[src/rtl/fetch_prefetch_unit.sv]
// Instruction-fetch front end: owns the fetch PC, issues credit-limited requests,
// buffers in-order responses in a prefetch queue and flushes it on redirect.
module fetch_prefetch_unit #(
    parameter int unsigned     XLEN     = 64,
    parameter int unsigned     ILEN     = 32,
    parameter int unsigned     DEPTH    = 4,
    parameter logic [XLEN-1:0] RESET_PC = '0
) (
    input  logic            Clk,
    input  logic            Reset,
    output logic            mem_req_valid,
    input  logic            mem_req_ready,
    output logic [XLEN-1:0] mem_req_addr,
    input  logic            mem_rsp_valid,
    input  logic [ILEN-1:0] mem_rsp_data,
    output logic            instr_valid,
    input  logic            instr_ready,
    output logic [XLEN-1:0] instr_pc,
    output logic [ILEN-1:0] instr_data,
    input  logic            redirect_valid,
    input  logic [XLEN-1:0] redirect_pc,
    output logic            busy
);

    localparam int unsigned     CW         = $clog2(DEPTH + 1);
    localparam int unsigned     PW         = $clog2(DEPTH);
    localparam logic [CW:0]     DEPTH_W    = (CW + 1)'(DEPTH);
    localparam logic [XLEN-1:0] PC_STEP    = XLEN'(4);
    localparam logic [XLEN-1:0] RESET_PC_A = {RESET_PC[XLEN-1:2], 2'b00};

    typedef logic [CW-1:0] cnt_t;
    typedef logic [PW-1:0] ptr_t;

    logic [XLEN-1:0] fetch_pc_q, fetch_pc_d;
    logic [XLEN-1:0] rsp_pc_q, rsp_pc_d;
    ptr_t            wr_ptr_q, wr_ptr_d;
    ptr_t            rd_ptr_q, rd_ptr_d;
    cnt_t            occ_q, occ_d;
    cnt_t            outst_q, outst_d;
    cnt_t            drop_q, drop_d;

    logic [XLEN-1:0] qpc_q   [DEPTH];
    logic [ILEN-1:0] qdata_q [DEPTH];

    logic            issue;
    logic            push;
    logic            pop;
    logic [CW:0]     in_use;
    logic [XLEN-1:0] redirect_pc_a;
    logic            unused_redirect_lsb;

    assign redirect_pc_a       = {redirect_pc[XLEN-1:2], 2'b00};
    assign unused_redirect_lsb = ^redirect_pc[1:0];

    // Queued plus in-flight entries may never exceed DEPTH, so a push always has room.
    assign in_use        = {1'b0, occ_q} + {1'b0, outst_q};
    assign mem_req_valid = Reset && !redirect_valid && (in_use < DEPTH_W);
    assign mem_req_addr  = fetch_pc_q;
    assign issue         = mem_req_valid && mem_req_ready;

    assign instr_valid   = Reset && (occ_q != '0);
    assign instr_pc      = instr_valid ? qpc_q[rd_ptr_q]   : '0;
    assign instr_data    = instr_valid ? qdata_q[rd_ptr_q] : '0;
    assign busy          = Reset && (outst_q != '0);

    assign pop  = instr_valid && instr_ready && !redirect_valid;
    assign push = Reset && mem_rsp_valid && (drop_q == '0) && !redirect_valid;

    always_comb begin
        fetch_pc_d = fetch_pc_q;
        rsp_pc_d   = rsp_pc_q;
        wr_ptr_d   = wr_ptr_q;
        rd_ptr_d   = rd_ptr_q;
        occ_d      = occ_q;
        drop_d     = drop_q;
        outst_d    = outst_q + cnt_t'(issue) - cnt_t'(mem_rsp_valid);

        if (issue) begin
            fetch_pc_d = fetch_pc_q + PC_STEP;
        end

        if (redirect_valid) begin
            // Every request still in flight after this edge must be discarded on return.
            fetch_pc_d = redirect_pc_a;
            rsp_pc_d   = redirect_pc_a;
            wr_ptr_d   = '0;
            rd_ptr_d   = '0;
            occ_d      = '0;
            drop_d     = outst_q - cnt_t'(mem_rsp_valid);
        end else begin
            if (mem_rsp_valid && (drop_q != '0)) begin
                drop_d = drop_q - cnt_t'(1);
            end
            if (push) begin
                wr_ptr_d = wr_ptr_q + ptr_t'(1);
                rsp_pc_d = rsp_pc_q + PC_STEP;
            end
            if (pop) begin
                rd_ptr_d = rd_ptr_q + ptr_t'(1);
            end
            occ_d = occ_q + cnt_t'(push) - cnt_t'(pop);
        end
    end

    always_ff @(posedge Clk) begin
        if (!Reset) begin
            fetch_pc_q <= RESET_PC_A;
            rsp_pc_q   <= RESET_PC_A;
            wr_ptr_q   <= '0;
            rd_ptr_q   <= '0;
            occ_q      <= '0;
            outst_q    <= '0;
            drop_q     <= '0;
        end else begin
            fetch_pc_q <= fetch_pc_d;
            rsp_pc_q   <= rsp_pc_d;
            wr_ptr_q   <= wr_ptr_d;
            rd_ptr_q   <= rd_ptr_d;
            occ_q      <= occ_d;
            outst_q    <= outst_d;
            drop_q     <= drop_d;
        end
    end

    always_ff @(posedge Clk) begin
        if (push) begin
            qpc_q[wr_ptr_q]   <= rsp_pc_q;
            qdata_q[wr_ptr_q] <= mem_rsp_data;
        end
    end

    a_rsp_has_credit: assert property (@(posedge Clk) disable iff (!Reset)
        mem_rsp_valid |-> (outst_q != '0));

endmodule
[config.mk]
export PLATFORM = sky130hd
export DESIGN_NAME = fetch_prefetch_unit
export DESIGN_NICKNAME = d
export VERILOG_FILES = /design/src/rtl/fetch_prefetch_unit.sv
export SDC_FILE = /design/constraint.sdc
export NUM_CORES = 1
export LEC_CHECK = 0
export CORE_MARGIN = 2
export CORE_UTILIZATION = 38
export DETAILED_ROUTE_END_ITERATION = 7
export PLACE_DENSITY = 0.62
export SLEW_MARGIN = 0
export SYNTH_ARGS = -nofsm -noshare
export SYNTH_HDL_FRONTEND = slang
export SYNTH_SLANG_ARGS = --single-unit
[constraint.sdc]
create_clock -name Clk -period 5.3 [get_ports Clk]
set_input_delay 1.59 -clock Clk [delete_from_list [all_inputs] [get_ports Clk]]
set_output_delay 1.59 -clock Clk [all_outputs]
set_load 0.1 [all_outputs]
Word level (Yosys, flattened, before mapping)
Memory sizes are Yosys's and may differ from the RTL's. A register that Yosys moved wholly into a read port is not among the register bits.
Index checks and enable logic that the tools add are counted.
{"block": "op_classes", "reduce_logical": 20, "bitwise_logic": 1, "muxes": 14, "magnitude_cmp": 1, "n_addsub": 11}
{"cell": "$mux 64", "n": 5}
{"cell": "$add 64x3->64 const B", "n": 2}
{"cell": "$mux 32", "n": 1}
{"cell": "$logic_and 1x1->1", "n": 11}
{"cell": "$reduce_bool 3->1", "n": 3}
{"cell": "$sub 3x1->3", "n": 3}
{"cell": "$mux 2", "n": 4}
{"cell": "$add 3x1->3", "n": 2}
{"cell": "$mux 3", "n": 2}
{"cell": "$reduce_bool 2->1", "n": 3}
{"cell": "$add 2x1->2 const B", "n": 2}
{"cell": "$add 3x3->4", "n": 1}
{"cell": "$lt 4x3->1 const B", "n": 1}
{"cell": "$logic_not 3->1", "n": 1}
{"cell": "$sub 3x1->3 const B", "n": 1}
{"cell": "$mux 1", "n": 2}
{"cell": "$reduce_or 2->1", "n": 1}
{"cell": "$logic_not 1->1", "n": 1}
{"cell": "$not 1->1", "n": 1}
{"block": "totals", "ram_bits": 384, "output_inout_bits": 163, "register_bits": 141, "input_bits": 102, "elab_cells": 58, "mem_count": 2}
{"memory": "qpc_q", "words": 4, "width": 64, "read_ports": 1, "rd_clocked_by_memory_dff": 1, "wr": 1, "line_no": "42", "source": "logic [XLEN-1:0] qpc_q [DEPTH];"}
{"memory": "qdata_q", "words": 4, "width": 32, "read_ports": 1, "rd_clocked_by_memory_dff": 1, "wr": 1, "line_no": "43", "source": "logic [ILEN-1:0] qdata_q [DEPTH];"}

Logic depth before layout (Yosys ltp)
Gate-level depths: netlist of run 1.
{"block": "logic_depth", "word_depth": 6, "mapped_depth": 14, "depth_no_buf": 13}

Worst setup path before layout of run 1
No wires, ideal clock.
{"block": "synth_timing", "path_kind": "input-to-output", "startpoint": "input redirect_valid", "endpoint": "output mem_req_valid", "arrival_ps": 4464, "path_slack_ps": -754, "required_ps": 3710, "cell_stages": 5, "path_buffers": 3, "path_cell_list": "clkbuf_1 -> nand2b_1 -> clkbuf_1 -> clkbuf_1 -> nor3_1"}
{"block": "synth_between", "elab_chain_cells": 3}
{"item": "start, declared", "line_no": "20", "source": "input logic redirect_valid,"}
{"item": "$logic_not 1->1", "line_no": "57", "source": "assign mem_req_valid = Reset && !redirect_valid && (in_use < DEPTH_W);"}
{"item": "$logic_and 1x1->1 (2 in series)", "line_no": "57"}
{"item": "end, declared", "line_no": "11", "source": "output logic mem_req_valid,"}
Every way passes these cells.

Worst setup path after layout of run 1
{"block": "layout_timing", "startpoint": "input Reset", "endpoint": "output instr_data[10]"}
{"block": "layout_between", "elab_chain_cells": 2}
{"item": "start, declared", "line_no": "10", "source": "input logic Reset,"}
{"item": "$logic_and 1x1->1", "line_no": "61", "source": "assign instr_valid = Reset && (occ_q != '0);"}
{"item": "$mux 32", "line_no": "63", "source": "assign instr_data = instr_valid ? qdata_q[rd_ptr_q] : '0;"}
{"item": "end, declared", "line_no": "19", "source": "output logic [ILEN-1:0] instr_data,"}
Every way passes these cells.

==> results.json, run 1 <==
{
  "ys.flop_type": "edfxtp_1",
  "cts_sinks": 515,
  "worstPathRequired_ns": 3.71,
  "ant_nets": 0,
  "hold_viol_final": 0,
  "postCtsHoldBufs": 0,
  "setup_viol": 0,
  "grt_overflow_total": 0,
  "synth-xor-area-share": 0.0205,
  "yosys.area.top_type": "edfxtp_1",
  "portBuffers": 258,
  "async_reset_ff_frac": 0,
  "maxCapViolations": 0,
  "viasPerCell": 5.72,
  "synth_top_family_by_area": "simple AND/OR/NAND/NOR gates",
  "fin_crit_ns": 4.60,
  "cp.arrival_ns": 3.01,
  "synthDominantCellAreaShare": 0.500,
  "synth_area_leaders": "edfxtp_1 (50%), dfxtp_1 (12%), mux4_2 (9.4%), and3_1 (3.2%), nand2_1 (1.9%)",
  "tightestPinTransition_ns": 1.05,
  "synth_edf_count": 376,
  "totalWireLength_um": 63800,
  "die_area_um2": 61400,
  "critPathCaptureType": "output port",
  "reg2reg_slack_ns": 2.10,
  "worstSetupPathType": "in -> out",
  "vdd_ir_drop_max_mv": 0.284,
  "ios": 265,
  "start_util": 0.384,
  "muxShareOfSynthArea": 0.0973,
  "ys_types": 68,
  "antenna_found_initial": 1,
  "cts.htree.levels": 2,
  "totalPowerFinal_mw": 9.26,
  "grt_max_degree": 52,
  "routedWlPerCell_um": 23.0,
  "powerDensity_nw_per_um2": 330,
  "drt_first_iter_violations": 1204,
  "grt_pass1_vias": 15639,
  "grtUsageTotal": 0.207,
  "die_x_um": 248,
  "gp_congestion": 0.902,
  "ctsResizeCount": 0,
  "first_pass_iters": 5,
  "seq_area_frac_synth": 0.623,
  "cp_common_cell": "buf_4",
  "whs_path_depth": 2,
  "post-route-period-util": 0.867,
  "place_hpwl_um": 43900,
  "design.core.area_um2": 58900,
  "ys_ff_latch": 515,
  "die_h_um": 248,
  "syn_inst": 1695,
  "crit_slowest_cell": "buf_4",
  "synth_simple_gate_area_frac": 0.155,
  "cts_tree": "built",
  "synth.cells.most_frequent": "edfxtp_1 (376), dfxtp_1 (139), and3_1 (116)",
  "clk_latency_ns": 0.61,
  "rr_worst_depth": 5,
  "slowest_delay_ns": 0.46,
  "hp-class": "reg -> reg",
  "vias": 15822,
  "fp-row-count": 89,
  "grt_pass1_wl_um": 96000,
  "rsz0062_at_grt": "no",
  "timing.fmax_ghz": 0.218,
  "clkTransAtPathRegs_ns": 0.06,
  "syn_to_final_growth_pct": 24.1,
  "drive_gt1_frac": 0.176,
  "tns_ns": 0,
  "netlist_area_um2": 22600,
  "root_buffer": "clkbuf_16",
  "leakagePower_nw": 9.40,
  "avgSynthCellArea_um2": 13.3,
  "nets": 2073,
  "maxSlewHeadroom": 0.296,
  "crit_path_start_kind": "primary input",
  "synth.most_common_cell": "edfxtp_1",
  "drv_slew": 0,
  "synth-warning-count": 0,
  "fin_skew_ns": 0.0228,
  "synth_compound_area_frac": 0.0694,
  "synth_adder_area_share": 0.0106,
  "drcViolationCount": 0,
  "numCtsBuffers": 53,
  "status": "completed",
  "cp_max_fo": 46,
  "worstPathCellList": "buf_4 > buf_4 > and3_1 > buf_4",
  "ctsLongestPathBuffers": 3,
  "post-cts-setup-buffer-count": 0
}
metrics by stage:
step	hold WS, ns	util	setup WS (ns)	cells	area (um^2)
after floorplan	0.469	-	0.0902	1698	22600
after global placement	0.482	0.448	0.720	2671	26400
after detailed placement	0.503	0.448	0.702	2671	26400
after CTS	0.513	0.476	0.700	2766	28000
after global routing	0.532	0.476	0.615	2767	28000
final	0.513	0.476	0.703	2767	28000
cell usage in the layout, fill, tap and decap left out, drive strengths merged, types with 46 or more instances in the layout:
master         instances
clkdlybuf4s50        159
o21ai                 83
a31oi                 46
buf                  146
nand3                 80
nand2                113
dfxtp                139
nor2                  68
and3                 116
edfxtp               376
clkbuf                65
nand4                 71
mux4                  94
area by class of cell:
class / count / area (um^2)
antenna: 1 / 2.50
tap: 773 / 967
inverter: 29 / 110
fill: 5109 / 30900
timing repair buffer: 305 / 3170
clock buffer: 65 / 1410
sequential: 515 / 14100
multi-input combinational: 1049 / 8030
clock inverter: 30 / 264
metal layers:
layer / GRT usage / vias up / routed length (um)
li1: - / 7218 / -
met1: 0.291 / 7938 / 28100
met2: 0.333 / 591 / 30100
met3: 0.0320 / 75 / 4200
met4: 0.0599 / 0 / 1390
met5: 0 / - / 0
where the power goes:
| part | internal, mW | switching [mW] | total [mW] |
|---|---|---|---|
| Combinational | 0.319 | 0.690 | 1.01 |
| Clock | 2.08 | 1.55 | 3.63 |
| Sequential | 4.44 | 0.174 | 4.62 |
| Total | 6.85 | 2.41 | 9.26 |
registers in the layout (all words and copies together) (netlist names), named ones only:
name,flops
qpc_q,248
qdata_q,128
mem_req_addr,62
rsp_pc_q,62
drop_q,3
occ_q,3
outst_q,3
rd_ptr_q,2
wr_ptr_q,2
worst max-delay path: cells and delay by family:
kind | cells | cell delay [ns]
buf+inv | 3 | 1.12
simple gates | 1 | 0.21
kinds of logic (layout without fill, tap and decap cells):
| family | Yosys count | in the layout |
|---|---|---|
| simple gates | 621 | 621 |
| compound gates | 251 | 251 |
| other cells | 1 | 5 |
| xor+xnor | 53 | 53 |
| flops | 515 | 515 |
| buf+inv | 134 | 429 |
| mux | 102 | 102 |
| fa+ha+maj | 18 | 18 |
path summary, 6_finish.rpt:
| path | from | end |
|---|---|---|
| worst min-delay path | wr_ptr_q[1] | wr_ptr_q[1] |
| worst min register to register | wr_ptr_q[1] | wr_ptr_q[1] |
| worst max-delay path | Reset | instr_data[10] |
| worst max register to register | mem_req_addr[10] | mem_req_addr[35] |
Power figures use the tool's default switching activity.
==> run 2, diff against run 1 <==
Settings changed: CTS_CLUSTER_SIZE set to 24, SETUP_SLACK_MARGIN set to 0.5.
==> run 2 against run 1 <==
  * Flip-flop and latch count unchanged
  * Clock-buffer cell count unchanged
  * Sequential power hardly changed
  * Fmax fell by 1.4%
  * Routed wire length fell by 1.3%
  * Critical endpoint is now instr_pc[10]
  * Global-route usage shrank 0.45 points
  * Highest routed layer unchanged
==> results.json, run 2 (synthesized netlist as in run 1, its figures left out) <==
{
  "portBuffers": 258,
  "powerDensity_nw_per_um2": 335,
  "largest_register": "qpc_q",
  "clk_latency_ns": 0.60,
  "timing.hold.ws_ns": 0.505,
  "start_util": 0.384,
  "layout_common_cells": "edfxtp_1 (376), clkdlybuf4s50_1 (159), dfxtp_1 (137)",
  "leakagePower_nw": 9.45,
  "worstPathRequired_ns": 3.71,
  "cp_common_cell": "buf_4",
  "grtUsageTotal": 0.203,
  "fin_skew_ns": 0.0234,
  "worstPathCellList": "buf_4 > buf_4 > and3_1 > buf_12",
  "final_common_cell": "edfxtp_1",
  "cts_sinks": 515,
  "die_area_um2": 61400,
  "ios": 265,
  "maxCapViolations": 0,
  "ctsLongestPathBuffers": 3,
  "grt_pass1_vias": 15468,
  "tightestPinTransition_ns": 1.25,
  "die_h_um": 248,
  "critPathCaptureType": "output port",
  "drt_first_iter_violations": 1119,
  "numCtsBuffers": 53,
  "post-route-period-util": 0.880,
  "fp-row-count": 89,
  "design.core.area_um2": 58900,
  "routedWlPerCell_um": 22.7,
  "place_hpwl_um": 43100,
  "cp_max_fo": 57,
  "placed_area_um2": 26300,
  "gp_congestion": 0.903,
  "fin_crit_ns": 4.66,
  "drcViolationCount": 0,
  "postCtsHoldBufs": 0,
  "ctsResizeCount": 0,
  "dp_cells": 2668,
  "cts.htree.levels": 2,
  "critPathTopFamily": "buffers and inverters",
  "crit_slowest_cell": "buf_4",
  "grt_pass1_wl_um": 94100,
  "viasPerCell": 5.74,
  "grt_max_degree": 97,
  "clkTransAtPathRegs_ns": 0.06,
  "post-cts-setup-buffer-count": 0,
  "ant_nets": 0,
  "drive_gt1_frac": 0.179,
  "maxSlewHeadroom": 0.158,
  "largest_reg_flops": 248,
  "vdd_ir_drop_max_mv": 0.226,
  "cts_tree": "built",
  "totalWireLength_um": 62900,
  "crit_path_start_kind": "primary input",
  "fill_cells": 5161,
  "vias": 15889,
  "reg.largest.list": "qpc_q x248, qdata_q x128",
  "setup_viol": 0,
  "die_x_um": 248,
  "final_cells": 2767,
  "rsz0062_at_grt": "no",
  "cp.arrival_ns": 3.07,
  "hold_viol_final": 0,
  "first_pass_iters": 7,
  "slowest_delay_ns": 0.52,
  "status": "completed",
  "worstSetupPathType": "in -> out",
  "grt_overflow_total": 0,
  "hp-class": "reg -> reg",
  "drv_slew": 0,
  "antenna_found_initial": 2,
  "root_buffer": "clkbuf_16",
  "timing.fmax_ghz": 0.214,
  "syn_to_final_growth_pct": 24.2,
  "fin_area_um2": 28100,
  "critPathBufInv": 3,
  "nets": 2070,
  "tns_ns": 0
}
==> run 2: cell count changes in the layout (fill, tap and decap cells not counted), moves of 2 or more <==
cell,before,now
clkinv_2,6,13
buf_12,39,34
clkbuf_1,10,6
clkbuf_8,0,4
clkinvlp_4,7,3
clkinvlp_2,3,0
buf_4,106,108
bufinv_16,4,6
clkinv_1,9,7
clkinv_8,0,2
==> run 2: worst paths after layout <==
check / start / to / slack (ns) / depth (start not counted)
max: Reset / instr_pc[10] / 0.64 / 4
min: wr_ptr_q[1] / wr_ptr_q[1] / 0.51 / 2
max reg2reg: mem_req_addr[11] / mem_req_addr[60] / 1.99 / 5
min reg2reg: wr_ptr_q[1] / wr_ptr_q[1] / 0.51 / 2
==> run 2: power by group <==
| part | leakage [nW] | internal (mW) | switching [mW] | total (mW) |
|---|---|---|---|---|
| clock | 0.875 | 2.22 | 1.55 | 3.77 |
| sequential | 4.58 | 4.44 | 0.177 | 4.62 |
| combinational | 4.00 | 0.318 | 0.694 | 1.01 |
| total | 9.45 | 6.98 | 2.42 | 9.40 |
==> run 2: per-stage QoR <==
stage                util  setup WS (ns)  total power [mW]
floorplan               -         0.0902              5.31
global placement    0.446          0.690              5.69
detailed placement  0.446          0.630              5.71
CTS                 0.476          0.635              9.48
global route        0.476          0.556              9.71
finish              0.476          0.637              9.40
==> run 2: layer usage <==
| metal | vias to the layer above | GRT usage | share of wire | wire [um] |
|---|---|---|---|---|
| met5 | - | 0 | 0 | 0 |
| met4 | 0 | 0.0662 | 0.028 | 1740 |
| met3 | 99 | 0.0303 | 0.069 | 4330 |
| met2 | 597 | 0.319 | 0.46 | 29100 |
| met1 | 7965 | 0.288 | 0.44 | 27800 |
| li1 | 7228 | - | - | - |
==> run 2: worst reg2reg max path, stage by stage (launching register included) <==
cell and delay, ns:
dfxtp_1 0.41, nand4_1 0.39, nor4_1 0.98, nand2_1 0.64
or2_2 0.52, a211o_1 0.26
==> run 2: layout make-up <==
cell class / instances / area (um^2) / area share
sequential: 515 / 14100 / 0.502
multi-input combinational: 1049 / 8040 / 0.286
timing repair buffer: 302 / 3090 / 0.110
clock buffer: 65 / 1430 / 0.0511
tap: 773 / 967 / 0.0345
clock inverter: 33 / 348 / 0.0124
inverter: 29 / 110 / 0.00392
antenna: 1 / 2.50 / 0.0000892
